**config.mk**
```make
export PLATFORM = sky130hd
export DESIGN_NAME = hud_bcd_conv
export DESIGN_NICKNAME = d
export VERILOG_FILES = /design/src/rtl/hud_pkg.sv /design/src/rtl/bcd_dd_step.sv /design/src/rtl/hud_bcd_conv.sv
export SDC_FILE = /design/constraint.sdc
export NUM_CORES = 1
export LEC_CHECK = 0
export CAP_MARGIN = 25
export CORE_MARGIN = 5
export CORE_UTILIZATION = 23
export DETAILED_ROUTE_END_ITERATION = 7
export PLACE_DENSITY_LB_ADDON = 0.08
export SYNTH_ARGS = -nofsm -noshare
export SYNTH_HDL_FRONTEND = slang
export SYNTH_SLANG_ARGS = --single-unit
```
**constraint.sdc**
```tcl
create_clock -name clk -period 2.3 [get_ports clk]
set_input_delay 0.23 -clock clk [delete_from_list [all_inputs] [get_ports clk]]
set_output_delay 0.23 -clock clk [all_outputs]
set_load 0.03 [all_outputs]
```
**src/rtl/hud_pkg.sv**
```systemverilog
// Shared types and constants for the HUD score/time BCD converter.
// Latency and backpressure: none here, declarations only.
package hud_pkg;

  typedef enum logic [1:0] {
    ST_IDLE  = 2'd0,
    ST_SHIFT = 2'd1,
    ST_DONE  = 2'd2
  } hud_state_e;

  // Digit code the character renderer draws as an empty cell.
  localparam logic [3:0] BLANK_DIGIT = 4'hF;

  localparam int DEF_SCORE_W   = 8;
  localparam int DEF_TIME_W    = 12;
  localparam int DEF_SCORE_DIG = 3;
  localparam int DEF_TIME_DIG  = 4;

endpackage

```
**src/rtl/bcd_dd_step.sv**
```systemverilog
// One double-dabble iteration: add 3 to every nibble >= 5, then shift {bcd, bin} left by one.
// Purely combinational, zero latency, no flow control.
module bcd_dd_step #(
  parameter int DIG   = 3,
  parameter int BIN_W = 12
) (
  input  logic [4*DIG-1:0] bcd_i,
  input  logic [BIN_W-1:0] bin_i,
  output logic [4*DIG-1:0] bcd_o,
  output logic [BIN_W-1:0] bin_o
);

  logic [4*DIG-2:0] adj;
  logic [3:0]       top_n;

  always_comb begin
    adj   = '0;
    top_n = bcd_i[4*DIG-1 -: 4];
    for (int i = 0; i < DIG - 1; i++) begin
      adj[4*i +: 4] = (bcd_i[4*i +: 4] >= 4'd5) ? bcd_i[4*i +: 4] + 4'd3 : bcd_i[4*i +: 4];
    end
    // Top nibble's bit 3 is shifted out; digit coverage keeps it zero, so only 3 bits are kept.
    adj[4*DIG-2 -: 3] = top_n[2:0] + ((top_n >= 4'd5) ? 3'd3 : 3'd0);
    bcd_o = {adj, bin_i[BIN_W-1]};
    bin_o = {bin_i[BIN_W-2:0], 1'b0};
  end

endmodule

```
**src/rtl/hud_bcd_conv.sv**
```systemverilog
// Once per vsync rise, converts score and time to packed BCD, one bit per clock; result 14 clk after capture.
// Rises arriving while busy are dropped; HUD_BLANK_EN turns leading zero digits into blank cells.
module hud_bcd_conv
  import hud_pkg::*;
#(
  parameter int SCORE_W   = DEF_SCORE_W,
  parameter int TIME_W    = DEF_TIME_W,
  parameter int SCORE_DIG = DEF_SCORE_DIG,
  parameter int TIME_DIG  = DEF_TIME_DIG
) (
  input  logic                   clk,
  input  logic                   rst_n,
  input  logic                   vs_in,
  input  logic [SCORE_W-1:0]     mole_score,
  input  logic [TIME_W-1:0]      left_time,
  output logic [4*SCORE_DIG-1:0] score_bcd,
  output logic [4*TIME_DIG-1:0]  time_bcd,
  output logic                   bcd_valid,
  output logic                   busy
);

  localparam int CNT_W = (TIME_W > 1) ? $clog2(TIME_W) : 1;
  localparam logic [CNT_W-1:0] LAST_CNT = CNT_W'(TIME_W - 1);

  hud_state_e state_q, state_d;

  logic sync1_q, sync1_d, sync2_q, sync2_d, hist_q, hist_d;
  logic vs_rise;

  logic [CNT_W-1:0]       bit_cnt_q, bit_cnt_d;
  logic [TIME_W-1:0]      s_bin_q, s_bin_d, s_bin_nx;
  logic [TIME_W-1:0]      t_bin_q, t_bin_d, t_bin_nx;
  logic [4*SCORE_DIG-1:0] s_acc_q, s_acc_d, s_acc_nx, s_fmt;
  logic [4*TIME_DIG-1:0]  t_acc_q, t_acc_d, t_acc_nx, t_fmt;

  logic                   upd_q, upd_d;
  logic                   bcd_valid_q, bcd_valid_d;
  logic [4*SCORE_DIG-1:0] score_bcd_q, score_bcd_d;
  logic [4*TIME_DIG-1:0]  time_bcd_q, time_bcd_d;

  assign vs_rise = sync2_q & ~hist_q;

  bcd_dd_step #(.DIG(SCORE_DIG), .BIN_W(TIME_W)) u_score_step (
    .bcd_i (s_acc_q),
    .bin_i (s_bin_q),
    .bcd_o (s_acc_nx),
    .bin_o (s_bin_nx)
  );

  bcd_dd_step #(.DIG(TIME_DIG), .BIN_W(TIME_W)) u_time_step (
    .bcd_i (t_acc_q),
    .bin_i (t_bin_q),
    .bcd_o (t_acc_nx),
    .bin_o (t_bin_nx)
  );

  always_ff @(posedge clk) begin
    if (!rst_n) state_q <= ST_IDLE;
    else        state_q <= state_d;
  end

  always_comb begin : next_state_comb
    state_d = state_q;
    case (state_q)
      ST_IDLE:  if (vs_rise) state_d = ST_SHIFT;
      ST_SHIFT: if (bit_cnt_q == LAST_CNT) state_d = ST_DONE;
      ST_DONE:  state_d = ST_IDLE;
      default:  state_d = ST_IDLE;
    endcase
  end

  always_comb begin : datapath_comb
    sync1_d   = vs_in;
    sync2_d   = sync1_q;
    hist_d    = sync2_q;
    bit_cnt_d = bit_cnt_q;
    s_bin_d   = s_bin_q;
    t_bin_d   = t_bin_q;
    s_acc_d   = s_acc_q;
    t_acc_d   = t_acc_q;
    case (state_q)
      ST_IDLE: begin
        if (vs_rise) begin
          s_bin_d   = TIME_W'(mole_score);
          t_bin_d   = left_time;
          s_acc_d   = '0;
          t_acc_d   = '0;
          bit_cnt_d = '0;
        end
      end
      ST_SHIFT: begin
        s_bin_d   = s_bin_nx;
        t_bin_d   = t_bin_nx;
        s_acc_d   = s_acc_nx;
        t_acc_d   = t_acc_nx;
        bit_cnt_d = bit_cnt_q + CNT_W'(1);
      end
      default: ;
    endcase
  end

`ifdef HUD_BLANK_EN
  logic s_lead, t_lead;
`endif

  always_comb begin : fmt_comb
    s_fmt = s_acc_q;
    t_fmt = t_acc_q;
`ifdef HUD_BLANK_EN
    s_lead = 1'b1;
    t_lead = 1'b1;
    for (int i = SCORE_DIG - 1; i > 0; i--) begin
      if (s_lead && s_fmt[4*i +: 4] == 4'd0) s_fmt[4*i +: 4] = BLANK_DIGIT;
      else                                   s_lead = 1'b0;
    end
    for (int i = TIME_DIG - 1; i > 0; i--) begin
      if (t_lead && t_fmt[4*i +: 4] == 4'd0) t_fmt[4*i +: 4] = BLANK_DIGIT;
      else                                   t_lead = 1'b0;
    end
`endif
  end

  // Accumulators stay put after DONE, so the output stage loads them one clock later.
  always_comb begin : output_comb
    busy        = (state_q != ST_IDLE);
    upd_d       = (state_q == ST_DONE);
    bcd_valid_d = upd_q;
    score_bcd_d = upd_q ? s_fmt : score_bcd_q;
    time_bcd_d  = upd_q ? t_fmt : time_bcd_q;
  end

  always_ff @(posedge clk) begin
    if (!rst_n) begin
      sync1_q     <= 1'b0;
      sync2_q     <= 1'b0;
      hist_q      <= 1'b0;
      bit_cnt_q   <= '0;
      s_bin_q     <= '0;
      t_bin_q     <= '0;
      s_acc_q     <= '0;
      t_acc_q     <= '0;
      upd_q       <= 1'b0;
      bcd_valid_q <= 1'b0;
      score_bcd_q <= '0;
      time_bcd_q  <= '0;
    end else begin
      sync1_q     <= sync1_d;
      sync2_q     <= sync2_d;
      hist_q      <= hist_d;
      bit_cnt_q   <= bit_cnt_d;
      s_bin_q     <= s_bin_d;
      t_bin_q     <= t_bin_d;
      s_acc_q     <= s_acc_d;
      t_acc_q     <= t_acc_d;
      upd_q       <= upd_d;
      bcd_valid_q <= bcd_valid_d;
      score_bcd_q <= score_bcd_d;
      time_bcd_q  <= time_bcd_d;
    end
  end

  assign score_bcd = score_bcd_q;
  assign time_bcd  = time_bcd_q;
  assign bcd_valid = bcd_valid_q;

endmodule
```
==> out/qor.yml <==
netlist_instances: 409
clk_pin_slew_ns: 0.07
track_usage_pct: 9.81
vias: 2991
holdCritStartpoint: "rst_n"
worstReg2RegEnd: "bit_cnt_q[3]"
holdCritPathClass: "in2reg"
drt_iter0_markers: 154
fp.dieW_um: 142
cts-root-buf: "clkbuf_16"
intPower_uw: 2750
path_cells: "or2_2, clkdlybuf4s50_1"
status: "finished clean"
antenna_found_initial: 0
syn_area_mm2: 0.00399
max_cap_viol_count: 0
finalSetupViolCount: 0
cts_buffer_depth: 2
globalplace.congestion: 0.674
grt.busiest_layer: "met2"
die-area_mm2: 0.0201
whs_endpoint: "s_bin_q[11]"
setup.worst_path.class: "reg2out"
finalHoldViolCount: 0
relSlewSlack_pct: 41.1
slowest_stage: "clkdlybuf4s50_1"
p_sw_uw: 760
post-route-period-util_pct: 83.3
drt-total-wl_um: 9330
yosysSeqAreaShare_pct: 45.7
grt_max_degree: 55
required_ns: 2.07
max_freq_mhz: 522
row_count: 48
fillers: 1843
ff2ff_setup_slack_ns: 0.60
mappedNetlistNets: 447
grt_pass1_wl_um: 15600
dp_slack_ns: 0.579
cp-end-kind: "output port"
tritoncts: "done"
wl_per_cell_um: 13.7
gr-usage-met3_pct: 2.33
setup_ws_ns: 0.385
reg2reg_from: "state_q[0]"
cts_max_level: 3
synth_warnings: 0
pin_count: 53
power_frac_seq_pct: 46.4
ctsResizeCount: 0
first_global_vias: 2947
drv_slew: 0
clock_latency_ns: 0.35
drc: 0
rsz0062_at_grt: "false"
cts.sinks: 91
fp.coreArea_mm2: 0.0172
via_per_inst: 4.39
yosys_register_bits: 91
drt.antenna.violating_nets: 0
p_comb_share_pct: 6.0
drtPass1Iterations: 4
p_clk_share_pct: 47.6
startpoint_type: "flop"
p_leak_uw: 0.00200
synthToLayoutAreaGrowth_pct: 27.1
cp_slowest_stage_delay_ns: 0.66
io_buffers: 52
reg2reg_depth: 5
critPathMaxFanout: 7
met1_usage_pct: 13.2
finalSetupTns_ns: 0
layout.nets: 490
cts_made_buffers: 9
dp_hpwl_um: 5990
postCtsSetupBuffers: 0
swShare_pct: 21.6
use_met2_pct: 14.6
worstMarginPinSlew_ns: 0.883
start_util_pct: 23.2
syn_avg_cell_area_um2: 9.76
yosysUniqueCellTypes: 36
die_h_um: 142
fin_skew_ns: 0.00875
grt_overflow: 0
diodes: 0
cp.arrival_ns: 1.69
drive_above_1_share_pct: 6.56
period_needed_ns: 1.92
hold_buffers: 0
whs_path_depth: 3
powerDensity_mw_per_mm2: 693
vdd_ir_drop_max_mv: 0.338
how the worst max path moves through the flow:
stage,startpoint,end,slack (ns)
2_1_floorplan,s_acc_q[9],s_acc_q[11],0.71
4_1_cts,state_q[1],busy,0.35
5_1_grt,state_q[1],busy,0.32
3_3_place_gp,state_q[0],bit_cnt_q[3],0.61
3_5_place_dp,state_q[0],bit_cnt_q[3],0.58
6_report,state_q[1],busy,0.38
cell type report:
class | count | area, um^2 | area share (%)
clock buffer | 13 | 270 | 5.33
tap | 225 | 282 | 5.55
multi-input combinational | 279 | 2000 | 39.4
inverter | 11 | 41.3 | 0.814
clock inverter | 3 | 68.8 | 1.36
timing repair buffer | 60 | 588 | 11.6
sequential | 91 | 1820 | 36.0
worst max-delay path: cells and delay by family, from the launching register on:
kind | cells | cell delay [ns]
buffers and inverters | 1 | 0.66
DFF | 1 | 0.49
and+or+nand+nor | 1 | 0.19
placed cells by master (no fill, tap or decap), drive strengths merged, types with 10 or more instances in the layout:
| cell type | count |
|---|---|
| xnor2 | 10 |
| clkbuf | 13 |
| ha | 13 |
| nand3 | 33 |
| nand2 | 40 |
| dfxtp | 91 |
| nor2b | 35 |
| a22o | 13 |
| o21ai | 13 |
| mux2i | 28 |
| o211a | 19 |
| inv | 11 |
| clkdlybuf4s50 | 51 |
power groups by stage:
stage               sequential (uW)  combinational (uW)  clock (uW)
floorplan                      1660                 136           0
global placement               1660                 217           0
detailed placement             1670                 218           0
CTS                            1630                 219        1750
global route                   1630                 238        1810
finish                         1630                 212        1670
cells in the mapped netlist (all sizes together):
cell type   n  area [um^2]
nor3        6         30.0
o21a        1         7.51
o211a      19          190
xor2        2         17.5
buf        16         92.6
o21ai      13         65.1
and3        1         6.26
fa          2         40.0
clkbuf     12         45.0
dfxtp      91         1820
a32o        7         70.1
mux2i      28          280
ha         13          163
and3b       1         8.76
xnor2      10         87.6
inv        11         41.3
a21boi      5         37.5
nand2      40          150
nand4b      5         43.8
nand3      33          165
a21oi       8         43.8
nor2        2         7.51
or2         1         6.26
nor2b      35          219
nor3b       1         7.51
a21o        6         45.0
a22o       13          114
nand2b      9         56.3
and2        6         37.5
nor4b       1         15.0
nand4       6         37.5
a22oi       5         37.5
state kept, by name (all words and copies together), names as in the netlist:
| name | flops |
|---|---|
| t_acc_q | 16 |
| time_bcd | 16 |
| s_acc_q | 12 |
| s_bin_q | 12 |
| score_bcd | 12 |
| t_bin_q | 12 |
| bit_cnt_q | 4 |
| state_q | 2 |
| bcd_valid | 1 |
| bcd_valid_d | 1 |
| hist_d | 1 |
| hist_q | 1 |
| sync1_q | 1 |
logic make-up (layout without fill, tap and decap cells):
logic type,Yosys count,after routing,share of synthesized area (%)
simple gates,147,147,19.8
fa+ha+maj,15,15,5.08
mux,28,28,7.02
buf+inv,39,87,4.48
compound gates,77,77,15.3
xor+xnor,12,12,2.63
flops,91,91,45.7
through the flow:
stage / util (%) / area (um^2) / cells / power (uW) / hold WS [ns]
3_3_place_gp: 27.5 / 4730 / 666 / 1880 / 0.439
4_1_cts: 29.5 / 5070 / 682 / 3600 / 0.426
5_1_grt: 29.5 / 5070 / 682 / 3680 / 0.450
3_5_place_dp: 27.5 / 4730 / 666 / 1880 / 0.438
2_1_floorplan: - / 3990 / 409 / 1800 / 0.357
6_report: 29.5 / 5070 / 682 / 3510 / 0.435
per-layer routing:
metal  part of all wire [%]  up-vias  routed length [um]
li1                       -     1530                   -
met1                     50     1402                4650
met2                     44       44                4130
met3                    3.7       15                 344
met4                    2.2        0                 208
met5                      0        -                   0
(Power assumes the default switching activity.)
